[src/rtl/reg_op_unit.sv]
// Registered operator unit: bitwise, arithmetic, reduction, logical and
// accumulate ops on a/b with valid/ready handshakes and an optional input stage.
module reg_op_unit #(
  parameter int WIDTH  = 4,
  parameter bit REG_IN = 1'b1
) (
  input  logic             CLK,
  input  logic             RST,
  input  logic             in_valid,
  output logic             in_ready,
  input  logic [3:0]       op,
  input  logic [WIDTH-1:0] a,
  input  logic [WIDTH-1:0] b,
  output logic             out_valid,
  input  logic             out_ready,
  output logic [WIDTH-1:0] result,
  output logic             carry,
  output logic             zero,
  output logic             op_err
);

  typedef enum logic [3:0] {
    OP_AND     = 4'd0,
    OP_OR      = 4'd1,
    OP_XOR     = 4'd2,
    OP_ADD     = 4'd3,
    OP_SUB     = 4'd4,
    OP_RAND    = 4'd5,
    OP_ROR     = 4'd6,
    OP_RXOR    = 4'd7,
    OP_LAND    = 4'd8,
    OP_LOR     = 4'd9,
    OP_ACC_ADD = 4'd10,
    OP_ACC_CLR = 4'd11
  } op_e;

  localparam logic [WIDTH-2:0] PAD = '0;

  logic             adv;
  logic             src_valid;
  logic [3:0]       src_op;
  logic [WIDTH-1:0] src_a;
  logic [WIDTH-1:0] src_b;

  logic             out_valid_q;
  logic [WIDTH-1:0] result_q, result_d;
  logic             carry_q, carry_d;
  logic             zero_q, zero_d;
  logic             op_err_q, op_err_d;
  logic [WIDTH-1:0] acc_q, acc_d;

  logic [WIDTH:0]   sum_ab;
  logic [WIDTH:0]   diff_ab;
  logic [WIDTH:0]   sum_acc;

  // Every stage moves together; a stalled output freezes the whole pipe.
  assign adv      = !out_valid_q || out_ready;
  assign in_ready = adv;

  generate
    if (REG_IN) begin : g_in_reg
      logic             s1_valid_q;
      logic [3:0]       s1_op_q;
      logic [WIDTH-1:0] s1_a_q;
      logic [WIDTH-1:0] s1_b_q;

      always_ff @(posedge CLK) begin
        if (RST) begin
          s1_valid_q <= 1'b0;
        end else if (adv) begin
          s1_valid_q <= in_valid;
        end
      end

      // NOTE: operand payload is qualified by s1_valid_q, so it needs no reset.
      always_ff @(posedge CLK) begin
        if (adv) begin
          s1_op_q <= op;
          s1_a_q  <= a;
          s1_b_q  <= b;
        end
      end

      assign src_valid = s1_valid_q;
      assign src_op    = s1_op_q;
      assign src_a     = s1_a_q;
      assign src_b     = s1_b_q;
    end else begin : g_no_in_reg
      assign src_valid = in_valid;
      assign src_op    = op;
      assign src_a     = a;
      assign src_b     = b;
    end
  endgenerate

  assign sum_ab  = {1'b0, src_a} + {1'b0, src_b};
  assign diff_ab = {1'b0, src_a} - {1'b0, src_b};
  assign sum_acc = {1'b0, acc_q} + {1'b0, src_a};

  // NOTE: defaults first so every path assigns every output and no latch forms.
  always_comb begin
    result_d = '0;
    carry_d  = 1'b0;
    op_err_d = 1'b0;
    acc_d    = acc_q;
    case (src_op)
      OP_AND:     result_d = src_a & src_b;
      OP_OR:      result_d = src_a | src_b;
      OP_XOR:     result_d = src_a ^ src_b;
      OP_ADD: begin
        result_d = sum_ab[WIDTH-1:0];
        carry_d  = sum_ab[WIDTH];
      end
      OP_SUB: begin
        result_d = diff_ab[WIDTH-1:0];
        carry_d  = diff_ab[WIDTH];
      end
      OP_RAND:    result_d = {PAD, &src_a};
      OP_ROR:     result_d = {PAD, |src_a};
      OP_RXOR:    result_d = {PAD, ^src_a};
      OP_LAND:    result_d = {PAD, (|src_a) && (|src_b)};
      OP_LOR:     result_d = {PAD, (|src_a) || (|src_b)};
      OP_ACC_ADD: begin
        result_d = sum_acc[WIDTH-1:0];
        carry_d  = sum_acc[WIDTH];
        acc_d    = sum_acc[WIDTH-1:0];
      end
      OP_ACC_CLR: acc_d = '0;
      default:    op_err_d = 1'b1;
    endcase
    zero_d = (result_d == '0);
  end

  // NOTE: sequential state uses non-blocking assignments only.
  always_ff @(posedge CLK) begin
    if (RST) begin
      out_valid_q <= 1'b0;
      result_q    <= '0;
      carry_q     <= 1'b0;
      zero_q      <= 1'b0;
      op_err_q    <= 1'b0;
      acc_q       <= '0;
    end else if (adv) begin
      out_valid_q <= src_valid;
      // Bubbles keep the last result; the accumulator moves only on real beats.
      if (src_valid) begin
        result_q <= result_d;
        carry_q  <= carry_d;
        zero_q   <= zero_d;
        op_err_q <= op_err_d;
        acc_q    <= acc_d;
      end
    end
  end

  assign out_valid = out_valid_q;
  assign result    = result_q;
  assign carry     = carry_q;
  assign zero      = zero_q;
  assign op_err    = op_err_q;

endmodule

[config.mk]
export PLATFORM = sky130hd
export DESIGN_NAME = reg_op_unit
export DESIGN_NICKNAME = d
export VERILOG_FILES = /design/src/rtl/reg_op_unit.sv
export SDC_FILE = /design/constraint.sdc
export NUM_CORES = 1
export LEC_CHECK = 0
export ABC_AREA = 1
export CORE_MARGIN = 1.5
export CORE_UTILIZATION = 49
export CTS_BUF_LIST = sky130_fd_sc_hd__clkbuf_16
export DETAILED_ROUTE_END_ITERATION = 8
export PLACE_DENSITY = 0.76
export SLEW_MARGIN = 15
export SYNTH_ARGS = -nofsm -noshare
export SYNTH_HDL_FRONTEND = slang
export SYNTH_SLANG_ARGS = --single-unit
[constraint.sdc]
create_clock -name CLK -period 1.7 [get_ports CLK]
set_input_delay 0.17 -clock CLK [delete_from_list [all_inputs] [get_ports CLK]]
set_output_delay 0.17 -clock CLK [all_outputs]
set_load 0.05 [all_outputs]
==> impl_metrics.json, run 1 <==
{
  "status": "finished with violations",
  "violations": "setup timing",
  "fillers": 244,
  "min_period_ns": 1.92,
  "syn-mean-instance-area_sq_um": 7.51,
  "r2r_cells": 10,
  "worstHoldPathCells": 1,
  "p_leak_nw": 1.20,
  "r2r_setup_slack_ns": -0.22,
  "rsz0062_at_grt": "true",
  "drc": 0,
  "grt_use_total_pct": 24.9,
  "crit_chain": "inv_2 -> ha_4 -> inv_2 -> fa_2 -> buf_4 -> a21oi_4 -> nor2_2 -> nor3_2 -> nor3_1 -> a21oi_1",
  "grt_pass1_vias": 1675,
  "grt_max_degree": 16,
  "drv_cap": 0,
  "ys_ff_latch": 25,
  "required_ns": 1.90,
  "antenna_cells": 0,
  "start_util_pct": 51.8,
  "ys_warn_count": 0,
  "core.rowCount": 21,
  "ctsRootBufferMaster": "clkbuf_16",
  "placed_cells": 325,
  "antenna_found_initial": 0,
  "synth_edf_count": 12,
  "whs_endpoint": "g_in_reg.s1_op_q[0]",
  "hold_class": "in -> reg",
  "drt.antenna.violating_nets": 0,
  "h-tree-depth": 1,
  "stdcell_area_sq_um": 2600,
  "cpPeakStageDelay_ns": 0.48,
  "regToRegStartpoint": "g_in_reg.s1_a_q[0]",
  "worst_pin_slew_ns": 0.507,
  "synth.distinct_cells": 24,
  "setup_viol": 6,
  "finalHoldViolCount": 0,
  "start_kind": "flip-flop",
  "placed_area_sq_um": 2270,
  "synthCells": 232,
  "clk_pin_slew_ns": 0.07,
  "viasPerCell": 5.33,
  "path_buf_inv": 3,
  "grt_pass1_wl_mm": 7.56,
  "ctsHoldBuffers": 0,
  "cts_buffers": 3,
  "critPathMostFrequentCell": "inv_2",
  "seq_area_frac_synth_pct": 35.6,
  "critPathSlowestCell": "edfxtp_1",
  "finalSetupTns_ns": -0.923,
  "area_growth_pct": 49.3,
  "die_h_um": 62.6,
  "synthArstFlopShare_pct": 0,
  "critPathArrivalTime_ns": 2.12,
  "gr-total-overflow": 0,
  "gp_congestion": 0.910,
  "drv_slew": 0,
  "cts_tree": "done",
  "drt_iter0_markers": 122,
  "core-area_sq_um": 3360,
  "final.setup.worst_slack_ns": -0.222,
  "reg2reg_to": "carry",
  "vdd_ir_drop_max_mv": 0.662,
  "io_pins": 25,
  "instances_no_fill": 335,
  "finalCritPeriodShare_pct": 113,
  "slew_headroom_pct": 66.1,
  "wirelength_mm": 5.22,
  "end_kind": "flip-flop",
  "clock.fmax_mhz": 520,
  "syn_nets": 271,
  "drive_gt1_share_pct": 28.4,
  "die_area_sq_um": 3920,
  "insertion_delay_ns": 0.26,
  "drt-pass1-iter-count": 6,
  "cp_top_family": "adder cells",
  "syn-cell-area_sq_um": 1740,
  "die_w_um": 62.6,
  "p_per_area_nw_per_um2": 710,
  "path_class": "reg -> reg",
  "clock_path_buffers": 2,
  "min-delay-start": "op[0]",
  "hpwl_mm": 3.38,
  "cts.sinks": 25,
  "fin_skew_ns": 0.00738,
  "cp_max_fo": 4,
  "nNetsFinal": 329,
  "wl_per_cell_um": 15.6,
  "numPortBuffers": 24,
  "synth_ff_type": "dfxtp_1",
  "dr_total_vias": 1786
}
synthesized netlist by cell type (3+ instances only):
library cell,number,area [sq um]
a21oi_1,17,85.1
inv_1,37,139
fa_1,3,60.1
nand2_1,45,169
o21ai_0,5,25.0
buf_2,3,15.0
dfxtp_1,13,260
edfxtp_1,12,360
ha_1,20,250
nand3_1,31,155
nor2_1,30,113
kinds of logic after synthesis:
family                   count (synthesis)  share of synthesized area [%]
buffers and inverters                   42                           9.27
flip-flops                              25                           35.6
AND/OR/NAND/NOR                        113                           27.8
adder cells (fa/ha/maj)                 23                           17.8
AO/OA/AOI/OAI                           27                           8.48
XOR/XNOR                                 2                           1.01
stage by stage:
stage               hold WS (ns)  power (mW)  util, %  worst slack, ns
floorplan                  0.269       0.990        -          -0.0113
finish                     0.461        1.85     77.3           -0.222
detailed placement         0.456        1.20     67.5           -0.181
CTS                        0.462        1.77     72.9           -0.160
global placement           0.459        1.19     67.5           -0.153
global route               0.462        1.94     77.3           -0.337
worst max path at each step:
| stage | start | end | cells past startpoint |
|---|---|---|---|
| global route | g_in_reg.s1_b_q[0] | zero | 9 |
| finish | g_in_reg.s1_a_q[0] | carry | 10 |
| global placement | g_in_reg.s1_b_q[0] | zero | 9 |
| CTS | g_in_reg.s1_b_q[0] | zero | 9 |
| detailed placement | g_in_reg.s1_a_q[0] | zero | 9 |
| floorplan | g_in_reg.s1_b_q[0] | zero | 9 |
report_power, final:
group          total (mW)  internal (mW)  switching (mW)
combinational       0.604          0.271           0.333
sequential          0.706          0.670          0.0360
clock               0.535          0.321           0.214
total                1.85           1.26           0.583
area by class of cell:
type,instances,area [sq um],share of cell area (%)
repair buffers,57,526,20.2
flip-flops and latches,25,621,23.9
clock inverters,1,6.26,0.241
inverters,38,145,5.58
clock buffers,3,75.1,2.89
multi-input cells,165,1170,45.0
well taps,46,57.6,2.21
placed cells by master (no fill, tap or decap), types with 8 or more instances in the layout:
cell	Yosys	layout
a21oi_1	17	13
buf_4	0	28
clkdlybuf4s50_1	0	23
dfxtp_1	13	13
edfxtp_1	12	12
ha_1	20	9
ha_4	0	8
inv_1	37	31
nand2_1	45	45
nand3_1	31	24
nor2_1	30	24
metal layers:
metal	wire (um)	vias to the layer above	GRT usage, %	share of wire [%]
met1	2080	830	31.6	40
met3	335	15	4.14	6.4
met4	123	0	11.1	2.4
met5	0	-	0	0
met2	2680	81	41.5	51
li1	-	860	-	-
sequential cells by signal, summed over array words and instances, names as in the netlist:
signal               flops
zero                     1
g_in_reg.s1_op_q         4
g_in_reg.s1_a_q          4
carry                    1
op_err                   1
result                   4
acc_q                    4
g_in_reg.s1_valid_q      1
g_in_reg.s1_b_q          4
out_valid                1
timing repair:
| action | CTS | global route |
|---|---|---|
| endpoints found under the setup margin | 6 | 6 |
| buffers inserted | 3 | 4 |
| gates resized for setup | 18 | 25 |
| pin swaps | 6 | 20 |
Note: power is estimated with default switching activity, not from simulation.
==> run 2, diff against run 1 <==
CELL_PAD_IN_SITES_DETAIL_PLACEMENT = 1   (was not set)
CELL_PAD_IN_SITES_GLOBAL_PLACEMENT = 1   (was not set)
CORE_UTILIZATION = 36   (was 49)
PLACE_DENSITY = not set   (was 0.76)
PLACE_DENSITY_LB_ADDON = 0.3   (was not set)
==> run 2 against run 1 <==
Against the previous run:
- the run still ends with setup timing left
- worst hold slack about the same
- sequential share of layout area is 0.57 points lower
- die area grew 34%
- wire length up 14%
- clock skew decreased by 0.0027 ns
- critical path depth is 1 lower
- first-iteration DRC count is 57% lower
- combinational power is 1% higher
- fmax rose by 1.1%
- flip-flop and latch count is the same
- largest power group unchanged
==> impl_metrics.json, run 2 (synthesis gave the netlist of run 1 again) <==
{
  "clk_pin_slew_ns": 0.06,
  "io_pins": 25,
  "gp_congestion": 0.827,
  "cts_tree": "done",
  "finalHoldViolCount": 0,
  "antenna_found_initial": 0,
  "violations": "setup timing",
  "fin_skew_ns": 0.00470,
  "vdd_ir_drop_max_mv": 0.804,
  "cp_max_fo": 3,
  "p_clk_share_pct": 28.1,
  "cts_buffers": 3,
  "layout.cells.most_common": "nand2_1",
  "power.switching_fraction_pct": 31.0,
  "viasPerCell": 5.16,
  "dr_total_vias": 1831,
  "path_buf_inv": 0,
  "rsz0062_at_grt": "true",
  "h-tree-depth": 1,
  "min_period_ns": 1.90,
  "setup_viol": 6,
  "r2r_setup_slack_ns": -0.20,
  "final.setup.worst_slack_ns": -0.202,
  "p_sw_mw": 0.570,
  "drt_iter0_markers": 53,
  "die_area_sq_um": 5260,
  "drive_gt1_share_pct": 30.2,
  "p_per_area_nw_per_um2": 689,
  "critPathArrivalTime_ns": 2.10,
  "drt.antenna.violating_nets": 0,
  "fillers": 584,
  "nNetsFinal": 341,
  "die_h_um": 72.6,
  "hpwl_mm": 4.14,
  "path_class": "reg -> reg",
  "wirelength_mm": 5.98,
  "start_util_pct": 37.1,
  "clock_path_buffers": 2,
  "cpPeakStageDelay_ns": 0.46,
  "p_leak_nw": 1.25,
  "drt-pass1-iter-count": 4,
  "hold_class": "in -> reg",
  "start_kind": "flip-flop",
  "critPathSlowestCell": "edfxtp_1",
  "grt_max_degree": 14,
  "clock.fmax_mhz": 526,
  "wl_per_cell_um": 16.8,
  "grt_pass1_vias": 1921,
  "end_kind": "flip-flop",
  "required_ns": 1.90,
  "worst_pin_slew_ns": 0.498,
  "area_growth_pct": 52.9,
  "placed_area_sq_um": 2330,
  "drv_cap": 0,
  "final_cell_mix": "43 x nand2_1, 40 x buf_4, 32 x inv_1, 26 x nor2_1, 23 x clkdlybuf4s50_1",
  "gr-total-overflow": 0,
  "finalCritPeriodShare_pct": 112,
  "post-place-ws_ns": -0.209,
  "die_w_um": 72.6,
  "ctsRootBufferMaster": "clkbuf_16",
  "antenna_cells": 0,
  "status": "finished with violations",
  "finalSetupTns_ns": -0.944,
  "cp_top_family": "adder cells",
  "pwr-share-seq_pct": 38.5,
  "instances_no_fill": 355,
  "crit_chain": "ha_2 -> fa_2 -> nand3_2 -> nand2_1 -> nor2_1 -> nand3_2 -> nor2_1 -> nand3_1 -> a21oi_2",
  "internal-power_mw": 1.27,
  "placed_cells": 339,
  "p_comb_share_pct": 33.4,
  "drv_slew": 0,
  "grt_pass1_wl_mm": 9.27,
  "grt_use_total_pct": 23.6,
  "stdcell_area_sq_um": 2660,
  "core-area_sq_um": 4690,
  "core.rowCount": 25,
  "insertion_delay_ns": 0.26,
  "slew_headroom_pct": 66.7,
  "drc": 0,
  "cts.sinks": 25,
  "numPortBuffers": 24
}
==> run 2: power by group through the flow <==
stage | clock network (mW) | logic, mW | registers [mW]
4_1_cts | 0.528 | 0.569 | 0.704
2_1_floorplan | 0 | 0.226 | 0.764
5_1_grt | 0.550 | 0.665 | 0.711
3_5_place_dp | 0 | 0.503 | 0.719
3_3_place_gp | 0 | 0.489 | 0.717
6_report | 0.516 | 0.613 | 0.706
==> run 2: worst reg2reg max path: stages, from the launching register on <==
cell and delay [ns]:
edfxtp_1 0.46, ha_2 0.24, fa_2 0.42, nand3_2 0.09, nand2_1 0.05, nor2_1 0.14
nand3_2 0.10, nor2_1 0.13, nand3_1 0.09, a21oi_2 0.11
==> run 2: path summary, 6_finish.rpt <==
path,startpoint,endpoint,cells after the start
setup / recovery,g_in_reg.s1_b_q[0],zero,9
hold / removal,op[2],g_in_reg.s1_op_q[2],1
setup reg to reg,g_in_reg.s1_b_q[0],zero,9
hold reg to reg,acc_q[3],acc_q[3],2
==> run 2: cell type report <==
| class | count | area, sq um | share of cell area (%) |
|---|---|---|---|
| Inverter | 38 | 146 | 5.50 |
| Timing Repair Buffer | 69 | 616 | 23.1 |
| Tap cell | 54 | 67.6 | 2.54 |
| Clock buffer | 3 | 75.1 | 2.82 |
| Sequential cell | 25 | 621 | 23.3 |
| Clock inverter | 1 | 3.75 | 0.141 |
| Multi-Input combinational cell | 165 | 1130 | 42.6 |
==> run 2: what timing repair did <==
action,CTS,global route
gates resized for setup,20,15
endpoints found under the setup margin,6,7
buffers inserted,10,2
gates cloned,0,0
pin swaps,11,22
hold endpoints to repair,0,0
hold buffers,0,0
==> run 2: metal layers <==
metal | routed length, um | global-route usage, % | share of wire (%)
met3 | 192 | 2.22 | 3.2
met1 | 2460 | 28.4 | 41
met4 | 159 | 7.55 | 2.7
met5 | 0 | 0 | 0
met2 | 3170 | 43.7 | 53
==> run 2: per-stage QoR <==
stage               util (%)  hold slack, ns  total power, mW
floorplan                  -           0.269            0.990
global placement        49.6           0.459             1.21
detailed placement      49.6           0.464             1.22
CTS                     55.2           0.458             1.80
global route            56.8           0.458             1.93
finish                  56.8           0.461             1.84
